===== src/rtl/serial_paralelo_sync.sv =====
// rtl/serial_paralelo_sync.sv - serial-to-parallel receiver with COM-symbol byte alignment and lock
module serial_paralelo_sync #(
    parameter logic [7:0] COM        = 8'hBC,
    parameter int         SYNC_COUNT = 4
) (
    input  logic       clk32f,
    input  logic       reset,
    input  logic       data_in,
    output logic [7:0] data_out,
    output logic       valid_out,
    output logic       active,
    output logic       byte_strobe
);

    localparam logic [3:0] SYNC_CNT = 4'(SYNC_COUNT);

    typedef enum logic [1:0] {
        ST_SEARCH,
        ST_ALIGN,
        ST_ACTIVE
    } state_t;

    state_t      state_q, state_d;
    logic [6:0]  sr_q, sr_d;
    logic [2:0]  cnt_q, cnt_d;
    logic [3:0]  com_cnt_q, com_cnt_d;
    logic [7:0]  data_q, data_d;
    logic        valid_q, valid_d;
    logic        active_q, active_d;
    logic        strobe_q, strobe_d;
    logic [7:0]  win;
    logic        boundary;
    logic        is_com;

    assign win      = {sr_q, data_in};
    assign boundary = (cnt_q == 3'd7);
    assign is_com   = (win == COM);

    always_comb begin
        state_d   = state_q;
        sr_d      = win[6:0];
        cnt_d     = (state_q == ST_SEARCH) ? 3'd0 : cnt_q + 3'd1;
        com_cnt_d = com_cnt_q;
        data_d    = data_q;
        valid_d   = valid_q;
        active_d  = active_q;
        strobe_d  = 1'b0;

        unique case (state_q)
            ST_SEARCH: begin
                // A match at any bit offset is provisionally accepted; ALIGN weeds out false ones.
                if (is_com) begin
                    cnt_d     = 3'd0;
                    com_cnt_d = 4'd1;
                    if (SYNC_CNT == 4'd1) begin
                        state_d  = ST_ACTIVE;
                        active_d = 1'b1;
                    end else begin
                        state_d = ST_ALIGN;
                    end
                end
            end
            ST_ALIGN: begin
                if (boundary) begin
                    if (is_com) begin
                        com_cnt_d = com_cnt_q + 4'd1;
                        if (com_cnt_q + 4'd1 == SYNC_CNT) begin
                            state_d  = ST_ACTIVE;
                            active_d = 1'b1;
                        end
                    end else begin
                        com_cnt_d = 4'd0;
                        state_d   = ST_SEARCH;
                    end
                end
            end
            ST_ACTIVE: begin
                // Lock is sticky: only reset leaves this state.
                if (boundary) begin
                    data_d   = win;
                    valid_d  = !is_com;
                    strobe_d = 1'b1;
                end
            end
            default: state_d = ST_SEARCH;
        endcase
    end

    always_ff @(posedge clk32f or negedge reset) begin
        if (!reset) begin
            state_q   <= ST_SEARCH;
            sr_q      <= 7'd0;
            cnt_q     <= 3'd0;
            com_cnt_q <= 4'd0;
            data_q    <= 8'h00;
            valid_q   <= 1'b0;
            active_q  <= 1'b0;
            strobe_q  <= 1'b0;
        end else begin
            state_q   <= state_d;
            sr_q      <= sr_d;
            cnt_q     <= cnt_d;
            com_cnt_q <= com_cnt_d;
            data_q    <= data_d;
            valid_q   <= valid_d;
            active_q  <= active_d;
            strobe_q  <= strobe_d;
        end
    end

    assign data_out    = data_q;
    assign valid_out   = valid_q;
    assign active      = active_q;
    assign byte_strobe = strobe_q;

endmodule


===== config.mk =====
export PLATFORM = sky130hd
export DESIGN_NAME = serial_paralelo_sync
export DESIGN_NICKNAME = d
export VERILOG_FILES = /design/src/rtl/serial_paralelo_sync.sv
export SDC_FILE = /design/constraint.sdc
export NUM_CORES = 1
export LEC_CHECK = 0
export ABC_AREA = 1
export CAP_MARGIN = 10
export CORE_ASPECT_RATIO = 1.2
export CORE_MARGIN = 1.5
export CORE_UTILIZATION = 50
export DETAILED_ROUTE_END_ITERATION = 8
export GPL_TIMING_DRIVEN = 0
export MAX_ROUTING_LAYER = met4
export PLACE_DENSITY = 0.71
export SLEW_MARGIN = 10
export SYNTH_ARGS = -nofsm -noshare
export SYNTH_HDL_FRONTEND = slang
export SYNTH_SLANG_ARGS = --single-unit

===== constraint.sdc =====
create_clock -name clk32f -period 2.3 [get_ports clk32f]
set_clock_uncertainty 0.2 [all_clocks]
set_input_delay 0.575 -clock clk32f [delete_from_list [all_inputs] [get_ports clk32f]]
set_output_delay 0.575 -clock clk32f [all_outputs]
set_load 0.05 [all_outputs]

[Yosys cells after proc, flatten, opt, wreduce, memory -nomap -nowiden]
Cells that the tools add are included.
Word-level totals
  logic and storage cells: 40
  flip-flop bits (word level): 27
  output and inout bits: 11
Operators by class
  bitwise logic cells: 1
  eq/ne operators: 8
  reductions and logical operators: 7
  add/subtract/negate cells: 2
  multiplexer cells: 14
Operators by type and width (number)
  $mux 4: 3
  $mux 3: 3
  $eq 8x8->1 const B: 1
  $mux 2: 4
  $pmux 4 s2: 1
  $reduce_and 4->1: 2
  $pmux 2 s3: 1
  $add 4x1->4 const B: 1
  $eq 4x3->1 const B: 1
  $ne 2x2->1 const B: 2
  $add 3x1->3 const B: 1
  $eq 3x3->1 const B: 1
  $ne 3x3->1 const B: 1
  $reduce_and 3->1: 1
  $eq 2x1->1 const B: 1
  $eq 2x2->1 const B: 1
  $logic_not 2->1: 1
  $mux 1: 2
  $reduce_and 2->1: 1
  $reduce_bool 2->1: 1
  $logic_not 1->1: 1
  $not 1->1: 1

[Logic depth before layout (Yosys ltp)]
Gate-level depths: netlist of run 1.
  depth in word-level cells: 6
  depth in mapped cells: 10
  gate-level depth less buffers: 10

[Worst setup path before layout of run 1]
No wires, ideal clock.
  kind: input to register
  start point: input port data_in
  end point: register com_cnt_q[1]
  slack: 682 ps
  arrival time: 1301 ps
  path buffers: 0
  cell stages on the path: 10
  cells stage by stage: inv_1 -> nand2_1 -> nor2_1 -> nand2_2 -> nand2_1 -> nand2_2 -> nor2_4 -> inv_2 -> nand2_1 -> nand2_1
Between the ends
  cells in the longest elaborated chain, start to end: 4
  elaborated cells on any way between the ends: 6
Ends and longest elaborated chain
  start: declaration: line 8  | input logic data_in,
  $eq 8x8->1 *: line 37  | assign is_com = (win == COM);
  $mux 4: line 65  | if (is_com) begin
  $mux 4: line 64  | if (boundary) begin
  $pmux 4 s2: line 49  | unique case (state_q)
  end signal: assignment: line 103  | com_cnt_q <= com_cnt_d;
  end: declaration: line 26  | logic [3:0] com_cnt_q, com_cnt_d;
Every way passes the cells marked *; elsewhere a longest branch is shown, timed or not. The select of a mux whose other input is x is not followed.
A chain may end at the register's enable or synchronous reset.

[Worst setup path after layout of run 1]
  start point: register data_q[0], in the netlist data_out[0]
  end point: output port data_out[0]
RTL lines
  start: declaration: line 27  | logic [7:0] data_q, data_d;
  start signal: assignment: line 104  | data_q <= data_d;
  end: declaration: line 9  | output logic [7:0] data_out,
No word-level cell between the ends.

==> results of run 1 <==
## layer usage
| metal | vias to the layer above | share of wire | track usage |
|---|---|---|---|
| li1 | 415 | - | - |
| met1 | 390 | 0.47 | 0.230 |
| met2 | 16 | 0.49 | 0.233 |
| met3 | 4 | 0.032 | 0.0195 |
| met4 | 0 | 0.012 | 0.0675 |
| met5 | - | 0 | - |
## how the worst max path moves through the flow
stage,cells past startpoint,slack [ns],to,from
6_report,1,0.06,data_out[0],data_out[0]
3_5_place_dp,11,0.08,com_cnt_q[1],data_in
5_1_grt,1,0.01,data_out[0],data_out[0]
3_3_place_gp,11,0.10,com_cnt_q[1],data_in
2_1_floorplan,10,0.68,com_cnt_q[1],data_in
4_1_cts,1,0.005,data_out[2],data_out[2]
## logic make-up (layout without fill, tap and decap cells)
| group | after synthesis | after routing |
|---|---|---|
| and+or+nand+nor | 68 | 68 |
| DFF | 27 | 27 |
| buffers and inverters | 16 | 33 |
| AOI/OAI and AO/OA | 8 | 8 |
| adders and majority gates | 4 | 4 |
## state kept, by name, summed over array words and instances (netlist names)
signal	cells
active	1
byte_strobe	1
cnt_q	3
com_cnt_q	4
data_out	8
sr_q	7
state_q	2
valid_out	1
## final cells by class
| type | count | area share |
|---|---|---|
| multi-input combinational | 80 | 0.300 |
| inverter | 15 | 0.0429 |
| clock inverter | 1 | 0.00365 |
| sequential | 27 | 0.493 |
| tap | 30 | 0.0274 |
| clock buffer | 3 | 0.0164 |
| buffer | 1 | 0.00822 |
| timing repair buffer | 13 | 0.108 |
## stage by stage
stage          instance area [um^2]  worst slack [ns]  std cells
2_1_floorplan                  1160             0.682        123
3_3_place_gp                   1330             0.101        166
3_5_place_dp                   1330            0.0782        166
4_1_cts                        1350           0.00533        170
5_1_grt                        1370            0.0143        170
6_report                       1370            0.0621        170
## Yosys cell counts, types with 2 or more instances
master	number
dfrtp_1	27
ha_1	4
inv_1	9
inv_2	5
nand2_1	44
nand2_2	4
nand3_1	5
nor2_1	8
nor2_2	2
nor3_1	2
o21ai_1	2
o21ai_2	3
## worst reg2reg max path: cells and delay by family (launching register included)
kind	cells	cell delay (ns)
buffers and inverters	1	0.16
and+or+nand+nor	5	0.42
DFF	1	0.41
adders and majority gates	2	0.39
## what timing repair did
item                       4_1_cts  5_1_grt
setup buffers                    0        0
gates resized for setup          0        9
setup endpoints to repair        0        9
## power breakdown
part	switching [mW]	internal, mW
clock	0.130	0.0649
combinational	0.0452	0.0184
sequential	0.00764	0.488
==> flow_metrics.env, run 1 <==
export IMPL_yosysUniqueCellTypes=20
export IMPL_synth_mux_area_frac=0
export IMPL_overflow=0
export IMPL_cts_root_buffer="clkbuf_4"
export IMPL_power_leakage_nw=0.752
export IMPL_cp_slowest_cell="clkdlybuf4s50_1"
export IMPL_synth_edff_count=0
export IMPL_synth_simple_area_share=0.264
export IMPL_layout_area_seq_um2=676
export IMPL_period_minus_slack_ns=2.24
export IMPL_seq_area_frac_synth=0.584
export IMPL_drt_wl_total_mm=1.81
export IMPL_synth_xor_area_share=0
export IMPL_layout_commonest_cell="nand2_1"
export IMPL_status="complete, no violations"
export IMPL_timing_final_max_slew_violations=0
export IMPL_grt_pass1_wl_mm=3.10
export IMPL_firstDrtPassIters=4
export IMPL_postSynthCellCount=123
export IMPL_synth_top_area_cell="dfrtp_1"
export IMPL_initial_core_util=0.547
export IMPL_cp_cell_sequence="clkdlybuf4s50_1"
export IMPL_drc_errors=0
export IMPL_clk_latency_ns=0.32
export IMPL_synth_top_family_by_area="simple AND/OR/NAND/NOR gates"
export IMPL_clkTransAtPathRegs_ns=0.15
export IMPL_synth_compound_area_share=0.0486
export IMPL_final_core_util=0.647
export IMPL_synth_top_area_share=0.584
export IMPL_fmaxAchievable_ghz=0.447
export IMPL_powerDensity_nw_per_um2=550
export IMPL_netlist_top_cells_area="dfrtp_1 (58%), nand2_1 (14%), ha_1 (4.3%), inv_1 (2.9%), nor2_1 (2.6%)"
export IMPL_drive_gt1_frac=0.164
export IMPL_tns_ns=0
export IMPL_reg2reg_from="cnt_q[0]"
export IMPL_dpl_hpwl_mm=1.28
export IMPL_setup_viol=0
export IMPL_final_nets=148
export IMPL_grt_setup_unrepaired="no"
export IMPL_synth_ff_type="dfrtp_1"
export IMPL_crit_path_end_kind="output pin"
export IMPL_r2r_end="state_q[1]"
export IMPL_grt_pass1_vias=781
export IMPL_routabilityCongestion=0.856
export IMPL_clock_sinks=27
export IMPL_relSlewSlack=0.612
export IMPL_cap_violations=0
export IMPL_multi_input_area_um2=412
export IMPL_arrival_ns=1.46
export IMPL_async_flop_share=1.00
export IMPL_crit_buf_inv=1
export IMPL_tightest_slew_ns=0.582
export IMPL_core_area_um2=2120
export IMPL_avgSynthCellArea_um2=9.41
export IMPL_n_fill_cell=198
export IMPL_postRouteAntennaNets=0
export IMPL_drt_iter0_drc=13
export IMPL_most_common_layout_cells="nand2_1 (44), dfrtp_1 (27), inv_1 (9), dlymetal6s2s_1 (9), nor2_1 (8)"
export IMPL_antenna_found_initial=0
export IMPL_fin_crit_sh=0.973
export IMPL_die_area_um2=2610
export IMPL_cts_max_level=1
export IMPL_die_x_um=46.9
export IMPL_min_path_type="in -> async"
export IMPL_reg2reg_depth=8
export IMPL_die_h_um=55.7
export IMPL_synth_nets=130
export IMPL_irDropWorstVdd_v=0.000360
export IMPL_numCtsBuffers=3
export IMPL_vias_per_cell=4.85
export IMPL_yosysWarnings=0
export IMPL_rrSetupSlack_ns=0.63
export IMPL_vias=825
export IMPL_io_buffers=13
export IMPL_max_stage_delay_ns=0.80
export IMPL_fp_row_count=18
export IMPL_syn_to_final_growth_pct=18.4
export IMPL_path_class="reg -> out"
export IMPL_report_final_hold_viol_count=0
export IMPL_crit_path_start_kind="flip-flop"
export IMPL_cts_tree="done"
export IMPL_path_max_fanout=2
export IMPL_hold_worst_slack_ns=0.0314
export IMPL_avgRoutedWirePerCell_um=10.6
export IMPL_critPathTopFamily="buffers and inverters"
export IMPL_grt_start_max_net_pins=28
export IMPL_n_antenna_cell=0
export IMPL_synthAdderAreaFrac=0.0432
export IMPL_grtUsageTotal=0.162
export IMPL_synth_area_um2=1160
export IMPL_clock_path_buffers=2
export IMPL_io_pins=14
export IMPL_cp_required_ns=1.52
export IMPL_ys_seq_elements=27
export IMPL_cts_hold_buf=0
export IMPL_total_power_mw=0.754
Note: power is estimated with default switching activity, not from simulation.
==> run 2, diff against run 1 <==
- GPL_TIMING_DRIVEN: 0 -> default
- SLEW_MARGIN: 10 -> 20
==> flow_metrics.env, run 2 (synthesis gave the netlist of run 1 again) <==
export IMPL_clkTransAtPathRegs_ns=0.13
export IMPL_layout_commonest_cell="nand2_1"
export IMPL_period_minus_slack_ns=2.23
export IMPL_irDropWorstVdd_v=0.000368
export IMPL_postRouteAntennaNets=0
export IMPL_relSlewSlack=0.663
export IMPL_dpl_hpwl_mm=1.31
export IMPL_clk_latency_ns=0.32
export IMPL_io_buffers=13
export IMPL_report_final_hold_viol_count=0
export IMPL_power_leakage_nw=0.749
export IMPL_crit_path_start_kind="flip-flop"
export IMPL_drive_gt1_frac=0.150
export IMPL_crit_buf_inv=1
export IMPL_cts_root_buffer="clkbuf_4"
export IMPL_largest_register_ffs=8
export IMPL_timing_final_max_slew_violations=0
export IMPL_overflow=0
export IMPL_vias=808
export IMPL_cts_tree="done"
export IMPL_firstDrtPassIters=4
export IMPL_total_power_mw=0.762
export IMPL_status="complete, no violations"
export IMPL_drt_iter0_drc=12
export IMPL_io_pins=14
export IMPL_drc_errors=0
export IMPL_drt_wl_total_mm=1.85
export IMPL_pre_cts_ws_ns=0.131
export IMPL_stdcell_area_um2=1370
export IMPL_cp_cell_sequence="clkdlybuf4s50_1"
export IMPL_die_h_um=55.7
export IMPL_fp_row_count=18
export IMPL_powerDensity_nw_per_um2=557
export IMPL_min_path_type="reg -> reg"
export IMPL_fin_crit_sh=0.970
export IMPL_crit_path_end_kind="output pin"
export IMPL_die_x_um=46.9
export IMPL_critPathTopFamily="buffers and inverters"
export IMPL_setup_viol=0
export IMPL_hold_worst_slack_ns=0.198
export IMPL_fmaxAchievable_ghz=0.448
export IMPL_clock_path_buffers=2
export IMPL_most_common_layout_cells="nand2_1 (44), dfrtp_1 (27), inv_1 (9), dlymetal6s2s_1 (9), nor2_1 (8)"
export IMPL_setup_slack_ns=0.0697
export IMPL_grtUsageTotal=0.181
export IMPL_tns_ns=0
export IMPL_grt_pass1_wl_mm=3.37
export IMPL_placed_area_um2=1320
export IMPL_max_stage_delay_ns=0.79
export IMPL_cts_hold_buf=0
export IMPL_path_class="reg -> out"
export IMPL_cap_violations=0
export IMPL_grt_setup_unrepaired="no"
export IMPL_path_max_fanout=1
export IMPL_numCtsBuffers=3
export IMPL_post_cts_buffers=0
export IMPL_antenna_found_initial=0
export IMPL_final_nets=148
export IMPL_cp_required_ns=1.52
export IMPL_arrival_ns=1.46
export IMPL_cp_slowest_cell="clkdlybuf4s50_1"
export IMPL_n_antenna_cell=0
export IMPL_clock_sinks=27
export IMPL_grt_pass1_vias=807
export IMPL_vias_per_cell=4.75
export IMPL_cts_max_level=1
export IMPL_tightest_slew_ns=0.505
export IMPL_routabilityCongestion=0.843
export IMPL_syn_to_final_growth_pct=18.3
export IMPL_die_area_um2=2610
export IMPL_grt_start_max_net_pins=28
export IMPL_avgRoutedWirePerCell_um=10.9
export IMPL_core_area_um2=2120
export IMPL_initial_core_util=0.547
[run 2: cell count changes in the layout (fill, tap and decap cells not counted), sizes merged]
cell         delta
clkbuf          +1
buf             -1
dlygate4sd2     +1
clkinv          -1
[run 2: layout make-up]
cell class	instances	area, um^2
sequential	27	676
timing repair buffer	14	159
fill	198	748
clock buffer	4	26.3
inverter	15	58.8
multi-input combinational	80	412
tap	30	37.5
[run 2: layer usage]
layer / up-vias / wire length, um / track usage
met5: - / 0 / -
met4: 0 / 39 / 0.0754
met3: 5 / 68 / 0.0292
met2: 17 / 922 / 0.274
met1: 372 / 824 / 0.238
li1: 414 / - / -
[run 2: repair_timing]
action / 4_1_cts / 5_1_grt
setup endpoints to repair: 1 / 9
endpoints found under the hold margin: 0 / 0
resized for setup: 1 / 9
gates cloned: 0 / 0
[run 2: final timing paths]
check | start | endpoint | slack [ns] | cells after the start
worst max-delay path | byte_strobe | byte_strobe | 0.07 | 1
worst min-delay path | sr_q[0] | sr_q[1] | 0.20 | 0
worst max register to register | cnt_q[0] | com_cnt_q[1] | 0.65 | 8
worst min register to register | sr_q[0] | sr_q[1] | 0.20 | 0
max in group asynchronous | reset | sr_q[1] | 1.26 | 2
min in group asynchronous | reset | valid_out | 0.40 | 2
[run 2: report_power, final]
part | internal [mW] | switching [mW] | total, mW
combinational | 0.0197 | 0.0450 | 0.0647
clock | 0.0680 | 0.134 | 0.202
sequential | 0.488 | 0.00767 | 0.496
[run 2: per-stage QoR]
stage | utilization | std cells
floorplan | - | 123
global placement | 0.624 | 166
detailed placement | 0.624 | 166
CTS | 0.636 | 170
global route | 0.647 | 170
finish | 0.647 | 170
==> run 3, diff against run 2 <==
- CORE_UTILIZATION: 50 -> 48
- clock period: 2.3 -> 2.05 ns (I/O delays scaled with it)
==> flow_metrics.env, run 3 (synthesis gave the netlist of run 1 again) <==
export IMPL_vias_per_cell=4.66
export IMPL_path_max_fanout=7
export IMPL_io_buffers=13
export IMPL_powerDensity_nw_per_um2=639
export IMPL_largest_register_ffs=8
export IMPL_post_cts_resized=0
export IMPL_layout_commonest_cell="nand2_1"
export IMPL_clock_path_buffers=2
export IMPL_avgRoutedWirePerCell_um=10.4
export IMPL_period_minus_slack_ns=1.71
export IMPL_timing_final_max_slew_violations=0
export IMPL_total_power_mw=0.854
export IMPL_clock_sinks=27
export IMPL_die_area_um2=2720
export IMPL_crit_top_cell="nand2_1"
export IMPL_fmaxAchievable_ghz=0.583
export IMPL_final_nets=150
export IMPL_syn_to_final_growth_pct=15.6
export IMPL_clkTransAtPathRegs_ns=0.14
export IMPL_grt_start_max_net_pins=28
export IMPL_numCtsBuffers=3
export IMPL_n_antenna_cell=0
export IMPL_drive_gt1_frac=0.246
export IMPL_tightest_slew_ns=0.398
export IMPL_power_leakage_nw=0.688
export IMPL_cts_max_level=1
export IMPL_cts_tree="done"
export IMPL_drc_errors=0
export IMPL_initial_core_util=0.507
export IMPL_pre_cts_ws_ns=-0.0143
export IMPL_routabilityCongestion=0.883
export IMPL_clk_latency_ns=0.32
export IMPL_fp_row_count=19
export IMPL_fin_crit_sh=0.836
export IMPL_tns_ns=0
export IMPL_most_common_layout_cells="nand2_1 (44), dfrtp_1 (27), buf_4 (14), inv_1 (9), nor2_1 (8)"
export IMPL_die_h_um=56.8
export IMPL_crit_path_end_kind="flip-flop"
export IMPL_io_pins=14
export IMPL_status="complete, no violations"
export IMPL_path_class="in -> reg"
export IMPL_cts_root_buffer="clkbuf_4"
export IMPL_postRouteAntennaNets=0
export IMPL_min_path_type="reg -> reg"
export IMPL_cp_slowest_cell="clkdlybuf4s50_1"
export IMPL_relSlewSlack=0.734
export IMPL_irDropWorstVdd_v=0.000525
export IMPL_cp_cell_sequence="clkdlybuf4s50_1, inv_1, nand2_1, nor2_1, nand2_2, nand2_1, nand2_2, nor2_4, inv_2, nand2_1, nand2_1"
export IMPL_grt_setup_unrepaired="no"
export IMPL_drt_iter0_drc=3
export IMPL_grtUsageTotal=0.178
export IMPL_setup_viol=0
export IMPL_setup_slack_ns=0.336
export IMPL_die_x_um=47.8
export IMPL_core_area_um2=2280
export IMPL_cts_hold_buf=0
export IMPL_arrival_ns=1.74
export IMPL_antenna_found_initial=0
export IMPL_max_stage_delay_ns=0.42
export IMPL_crit_path_start_kind="input port"
export IMPL_overflow=0
export IMPL_post_cts_buffers=0
export IMPL_report_final_hold_viol_count=0
export IMPL_dpl_hpwl_mm=1.34
export IMPL_grt_pass1_vias=835
export IMPL_crit_buf_inv=3
export IMPL_vias=806
export IMPL_cap_violations=0
export IMPL_cp_required_ns=2.08
export IMPL_critPathTopFamily="simple AND/OR/NAND/NOR gates"
export IMPL_drt_wl_total_mm=1.80
export IMPL_firstDrtPassIters=4
export IMPL_grt_pass1_wl_mm=3.35
[run 3: cell count changes in the layout (fill, tap and decap cells not counted), sizes merged]
cell / previous run / this run
clkdlybuf4s50: 3 / 2
dlygate4sd2: 1 / 0
dlymetal6s2s: 9 / 0
clkinv: 0 / 1
buf: 1 / 14
clkbuf: 4 / 3
[run 3: layout make-up]
class / instances / area, um^2
clock inverter: 1 / 5.00
inverter: 15 / 58.8
multi-input combinational: 80 / 412
clock buffer: 3 / 22.5
timing repair buffer: 16 / 125
sequential: 27 / 676
fill: 210 / 945
tap: 31 / 38.8
[run 3: where the power goes]
group / switching, mW / leakage (nW) / internal (mW) / total [mW]
sequential: 0.00906 / 0.318 / 0.548 / 0.557
combinational: 0.0508 / 0.353 / 0.0219 / 0.0727
clock: 0.152 / 0.0177 / 0.0732 / 0.225
total: 0.212 / 0.688 / 0.643 / 0.854
[run 3: per-stage QoR]
step / hold slack (ns) / cell area, um^2 / util / cells
5_1_grt: 0.230 / 1340 / 0.586 / 173
3_3_place_gp: 0.159 / 1310 / 0.574 / 169
6_report: 0.197 / 1340 / 0.586 / 173
3_5_place_dp: 0.169 / 1310 / 0.574 / 169
4_1_cts: 0.201 / 1340 / 0.586 / 173
2_1_floorplan: 0.0169 / 1160 / - / 123
[run 3: layer usage]
| layer | vias up | track usage | share of wire | routed length [um] |
|---|---|---|---|---|
| met3 | 2 | 0.0289 | 0.026 | 47 |
| met1 | 372 | 0.221 | 0.48 | 862 |
| met5 | - | - | 0 | 0 |
| li1 | 421 | - | - | - |
| met2 | 11 | 0.263 | 0.49 | 878 |
| met4 | 0 | 0.104 | 0.0089 | 16 |
[run 3: final timing paths]
check,startpoint,end,slack [ns],cells after the start
hold / removal,sr_q[0],sr_q[1],0.20,0
min in group asynchronous,reset,byte_strobe,0.34,2
max in group asynchronous,reset,com_cnt_q[2],1.06,2
setup reg to reg,cnt_q[0],com_cnt_q[1],0.42,8
hold reg to reg,sr_q[0],sr_q[1],0.20,0
setup / recovery,data_in,com_cnt_q[1],0.34,11
==> variant 1: new RTL, settings of run 3 <==
Reset style: synchronous (`reset`), changed in one clocked block.
--- a/src/rtl/serial_paralelo_sync.sv
+++ b/src/rtl/serial_paralelo_sync.sv
@@ -87,5 +87,5 @@
     end
 
-    always_ff @(posedge clk32f or negedge reset) begin
+    always_ff @(posedge clk32f) begin
         if (!reset) begin
             state_q   <= ST_SEARCH;
Formal check against the unedited RTL: no difference found for any inputs over 10 cycles, from zero or initial values and one cycle with reset low; that may be too few to reach the edited logic, so the function may still have changed.
==> variant 1 against run 3 <==
Wire length up 8.8%. Cell area down 0.94%. Worst setup slack better by 0.021 ns. Non-clock buffer count down 2. Sequential cell count unchanged. Sequential share of layout area down 9.7 points. Area after synthesis up 1.1%. Hold slack better by 0.047 ns.
Power is not compared: it rests on default switching activity, and its combinational part moved more than twofold at a synthesized area within 25%.
==> variant 1: results (changes against run 3) <==
Status
  • Status: finished, final reports clean

Clocking
  • Resized Gates After CTS: 0 (unchanged)
  • Clock Tree Buf Depth: 2 (unchanged)
  • Clk root buf: clkbuf_4
  • Worst-path clk slew: 0.15 ns
  • H-tree depth: 1 (unchanged)
  • Post-CTS Setup Inserts: 0 (unchanged)

Placed design
  • Detailed Place HPWL: 1507 um (+13%)
  • Placed inst area: 1295 um^2 (-1.1%)
  • Input/output buffers: 13 (unchanged)
  • DP Worst Slack: 0.06646 ns (+0.08074 ns)
  • GPL Wtd Cong: 0.7996 (-9.5%)

GRT
  • GR Util All Layers: 17.19% (-0.58 points)
  • First-pass GRT wire length: 3332 um (-0.42%)
  • Largest net degree at the start of global routing: 20 (-29%)
  • Initial antenna violation count: 0 (unchanged)
  • Vias in the first global route: 867 (+3.8%)

Detailed routing
  • DR iter-0 viols: 23 (+20)
  • Drt pass-1 iters: 4 (unchanged)
  • Post-Route WL: 1963 um (+8.8%)
  • Vias/cell: 4.563 (-2.1%)

Logic synthesis
  • Post-synthesis sequential area ratio: 46.20% (-12 points)
  • Syn nets: 167 (+28%)
  • Distinct cells, synth: 19 (-5.0%)
  • Adder-cell share of the synthesized area: 4.278% (-0.046 points)
  • Compound-Gate Fraction of Synth Area: 10.16% (+5.3 points)
  • Top cells by area, synth: dfxtp_1, inv_1, nand2_1
  • Commonest cells post-synth: inv_1, nand2_1, dfxtp_1
  • Multiplexer share of the synthesized area: 0% (unchanged)
  • Main synth FF type: dfxtp_1
  • Synth warn: 0 (unchanged)
  • Async SR Flop Fraction: 0% (-100 points)

Hold path
  • Worst Hold Launch: sr_q[4]$_SDFF_PN0_
  • Hold Path Sink: sr_q[5]$_SDFF_PN0_
  • Hold crit path type: flop to flop
  • Hold Path Cell Cnt: 2 (+2)

Layout
  • Largest register FFs: 8 (unchanged)
  • Fill count: 229 (+9.0%)
  • Nets: 183 (+22%)
  • ANT cells: 0 (unchanged)
  • Share of cells above drive strength 1: 14.86% (-9.8 points)

Power
  • P_leak: 0.6369 nW

Timing
  • Slew HR: 78.30% (+4.9 points)

Worst setup path
  • Worst R2R Path Depth: 5 (-3)
  • Max FO, Critical Path: 19 (+12)
  • Worst R2R Setup Slack: 0.36 ns (-0.06 ns)
  • RR Startpoint: cnt_q[0]$_SDFF_PN0_
  • Worst r2r dst: data_out[7]$_SDFFE_PN0P_
-- variant 1: changes by cell type in the layout (fill, tap and decap cells not counted), sizes merged, moves of 4 or more --
| cell | run 3 | this run |
|---|---|---|
| nor2 | 12 | 21 |
| nand2 | 48 | 39 |
| dfrtp | 27 | 0 |
| dfxtp | 0 | 27 |
| a21oi | 0 | 13 |
| inv | 15 | 36 |
| o21ai | 6 | 10 |
-- variant 1: cell families after synthesis --
group | count (synthesis)
and+or+nand+nor | 67
AOI/OAI and AO/OA | 23
adders and majority gates | 4
DFF | 27
buffers and inverters | 39
-- variant 1: worst max-delay path by stage --
stage / startpoint / endpoint / slack [ns] / cells past startpoint
2_1_floorplan: cnt_q[0]$_SDFF_PN0_ / valid_out$_SDFFE_PN0P_ / 0.59 / 6
3_3_place_gp: data_in / state_q[0]$_SDFFE_PN0P_ / 0.06 / 9
3_5_place_dp: data_in / state_q[0]$_SDFFE_PN0P_ / 0.07 / 9
4_1_cts: cnt_q[0]$_SDFF_PN0_ / data_out[7]$_SDFFE_PN0P_ / 0.32 / 5
5_1_grt: cnt_q[0]$_SDFF_PN0_ / data_out[3]$_SDFFE_PN0P_ / 0.22 / 5
6_report: cnt_q[0]$_SDFF_PN0_ / data_out[7]$_SDFFE_PN0P_ / 0.36 / 5
-- variant 1: metal layers --
| metal | vias up | track usage [%] | share of wire (%) |
|---|---|---|---|
| li1 | 509 | - | - |
| met1 | 409 | 17.98 | 44 |
| met2 | 18 | 29.52 | 51 |
| met3 | 4 | 2.848 | 3.1 |
| met4 | 0 | 8.108 | 1.5 |
| met5 | - | - | 0 |
-- variant 1: layout make-up --
cell class | instances | area [um^2] | share of cell area, %
Clock buffer | 3 | 22.52 | 1.700
Multi-Input combinational cell | 94 | 470.5 | 35.51
Sequential cell | 27 | 540.5 | 40.79
Inverter | 36 | 135.1 | 10.20
Clock inverter | 1 | 7.507 | 0.5666
Tap cell | 31 | 38.79 | 2.927
Timing Repair Buffer | 14 | 110.1 | 8.310
-- variant 1: critical path, stage by stage (launching register included) --
cell and delay, ns:
dfxtp_1 0.36, ha_1 0.16, ha_1 0.22, nand3_2 0.29
o21ai_0 0.31, a21oi_1 0.06
-- variant 1: power breakdown --
group	internal [mW]	switching [mW]	total, mW
registers	0.528	0.00201	0.530
clock network	0.0747	0.163	0.238
logic	0.00817	0.0132	0.0213
-- variant 1: through the flow --
step           instances  hold slack [ns]  utilization (%)
5_1_grt              206           0.2514            57.46
3_5_place_dp         202           0.2304            56.16
3_3_place_gp         202           0.2173            56.16
4_1_cts              206           0.2501            57.46
6_report             206           0.2442            57.46
2_1_floorplan        160           0.2084                -
==> variant 2: new RTL, config.mk and constraints of run 3 <==
Made on the original files. The parameter `COM` goes from 8'hBC to 8'h5E.
--- a/src/rtl/serial_paralelo_sync.sv
+++ b/src/rtl/serial_paralelo_sync.sv
@@ -1,5 +1,5 @@
 // rtl/serial_paralelo_sync.sv - serial-to-parallel receiver with COM-symbol byte alignment and lock
 module serial_paralelo_sync #(
-    parameter logic [7:0] COM        = 8'hBC,
+    parameter logic [7:0] COM        = 8'h5E,
     parameter int         SYNC_COUNT = 4
 ) (
Check against the original RTL: same outputs for any inputs over 10 cycles, from zero or initial values and one cycle with reset low; that may be too few to reach the edited logic, so the function may still have changed.
==> variant 2 against run 3 <==
Wire length rose by 1.3%. Area after synthesis is 4.3% lower. Fmax fell by 0.39%. Worst setup slack got worse by 0.0067 ns. Via count is 0.62% higher. Sequential cell count is the same. Global-route usage decreased by 0.81 points. Cell area down 3.9%. Critical path depth fell by 5. Total power down 0.30%. Combinational power down 3.6%. Clock power hardly changed.
==> variant 2: results (changes against run 3) <==
Status
  • Status: finished, final reports clean

Placed design
  • Placed Cells: 161 (-4.7%)
  • Detailed Place HPWL: 1358 um (+1.5%)
  • GPL Wtd Cong: 0.7700 (-13%)
  • Input/output buffers: 13 (unchanged)

GRT
  • Vias in the first global route: 737 (-12%)
  • Largest net degree at the start of global routing: 28 (unchanged)
  • Initial antenna violation count: 0 (unchanged)
  • First-pass GRT wire length: 3125 um (-6.6%)
  • GR Util All Layers: 16.95% (-0.81 points)

Power
  • P_int: 0.6410 mW (-0.26%)
  • P_leak: 0.6631 nW (-3.6%)
  • Peak VDD IR: 0.5321 mV (+1.3%)

Worst setup path
  • Crit path DAT: 1.76 ns (+0.02 ns)
  • Max FO, Critical Path: 7 (unchanged)
  • Crit path launch: cnt_q[0]$_DFF_PN0_

Detailed routing
  • Met2 Wirelength: 931 um (+6.0%)
  • Drt pass-1 iters: 5 (+1)
  • DR iter-0 viols: 9 (+6)
  • Drt wl/cell: 11.07 um (+6.2%)
  • Total number of vias: 811 (+0.62%)
  • Met1 wire length: 799 um (-7.3%)
  • WL met3: 51 um (+8.5%)

Layout
  • Largest register FFs: 8 (unchanged)
  • Share of cells above drive strength 1: 19.26% (-5.4 points)
  • Layout Cells excl Fill: 165 (-4.6%)
  • Nets: 143 (-4.7%)
  • ANT cells: 0 (unchanged)

Logic synthesis
  • Main synth FF type: dfrtp_1
  • Distinct cells, synth: 16 (-20%)
  • Post-synthesis sequential area ratio: 61.02% (+2.6 points)
  • Syn nets: 124 (-4.6%)
  • Cells after synthesis: 117 (-4.9%)
  • Top cells by area, synth: dfrtp_1, nand2_1, ha_1
  • Async SR Flop Fraction: 100.0% (unchanged)
  • Commonest cells post-synth: nand2_1, dfrtp_1, inv_1

Clocking
  • Latest clock arrival within the worst-skew pair: 0.33 ns
  • H-tree depth: 1 (unchanged)
  • Post-CTS Setup Inserts: 0 (unchanged)
  • Worst-path clk slew: 0.14 ns (about the same)
  • CTS buffer count: 3 (unchanged)
  • Clock Tree Buf Depth: 2 (unchanged)
  • Resized Gates After CTS: 0 (unchanged)

Hold path
  • Worst Hold Launch: sr_q[4]$_DFF_PN0_

Timing
  • Slew HR: 71.79% (-1.6 points)
variant 2: kinds of logic (layout without fill, tap and decap cells):
| group | Yosys count | count (layout) | share of synthesized area, % |
|---|---|---|---|
| and+or+nand+nor | 63 | 63 | 23.95 |
| DFF | 27 | 27 | 61.02 |
| buffers and inverters | 14 | 32 | 4.858 |
| AOI/OAI and AO/OA | 9 | 9 | 5.650 |
| adders and majority gates | 4 | 4 | 4.520 |
variant 2: area by class of cell:
class / instances / area (um^2)
Fill cell: 201 / 832.0
Sequential cell: 27 / 675.6
Multi-Input combinational cell: 76 / 377.9
Timing Repair Buffer: 15 / 117.6
Inverter: 13 / 48.80
Tap cell: 30 / 37.54
Clock buffer: 3 / 22.52
Clock inverter: 1 / 5.005
variant 2: layer usage:
metal  GRT usage (%)  up-vias
li1                -      403
met1           22.76      389
met2           25.05       14
met3           1.948        5
met4           8.333        0
met5               -        -
variant 2: per-stage QoR:
stage               worst slack (ns)  hold WS (ns)  util, %  cell area [um^2]
CTS                           0.2950        0.1991    60.70              1285
global placement             0.04098        0.1640    59.40              1257
global route                  0.2032        0.2040    60.70              1285
finish                        0.3291        0.1956    60.70              1285
floorplan                     0.5640       0.01691        -              1107
detailed placement          0.001286        0.1678    59.40              1257
variant 2: power groups by stage:
| stage | Clock [mW] | Sequential (mW) | Combinational [mW] |
|---|---|---|---|
| after global placement | 0 | 0.566 | 0.0709 |
| final | 0.225 | 0.556 | 0.0701 |
| after floorplan | 0 | 0.594 | 0.0107 |
| after global routing | 0.250 | 0.559 | 0.0765 |
| after detailed placement | 0 | 0.567 | 0.0720 |
| after CTS | 0.233 | 0.557 | 0.0718 |
variant 2: worst paths after layout:
kind                                       endpoint  slack [ns]  depth (start not counted)
setup / recovery              valid_out$_DFFE_PN0P_        0.33                          6
max in group asynchronous         sr_q[4]$_DFF_PN0_        1.06                          2
setup reg to reg              valid_out$_DFFE_PN0P_        0.33                          6
min in group asynchronous  com_cnt_q[3]$_DFFE_PN0P_        0.34                          2
hold reg to reg                   sr_q[5]$_DFF_PN0_        0.20                          0
hold / removal                    sr_q[5]$_DFF_PN0_        0.20                          0
variant 2: critical path, stage by stage, from the launching register on:
cell     delay [ns]
dfrtp_1        0.41
ha_1           0.20
ha_1           0.22
nand3_1        0.24
inv_1          0.20
nand2_1        0.11
nand2_1        0.05
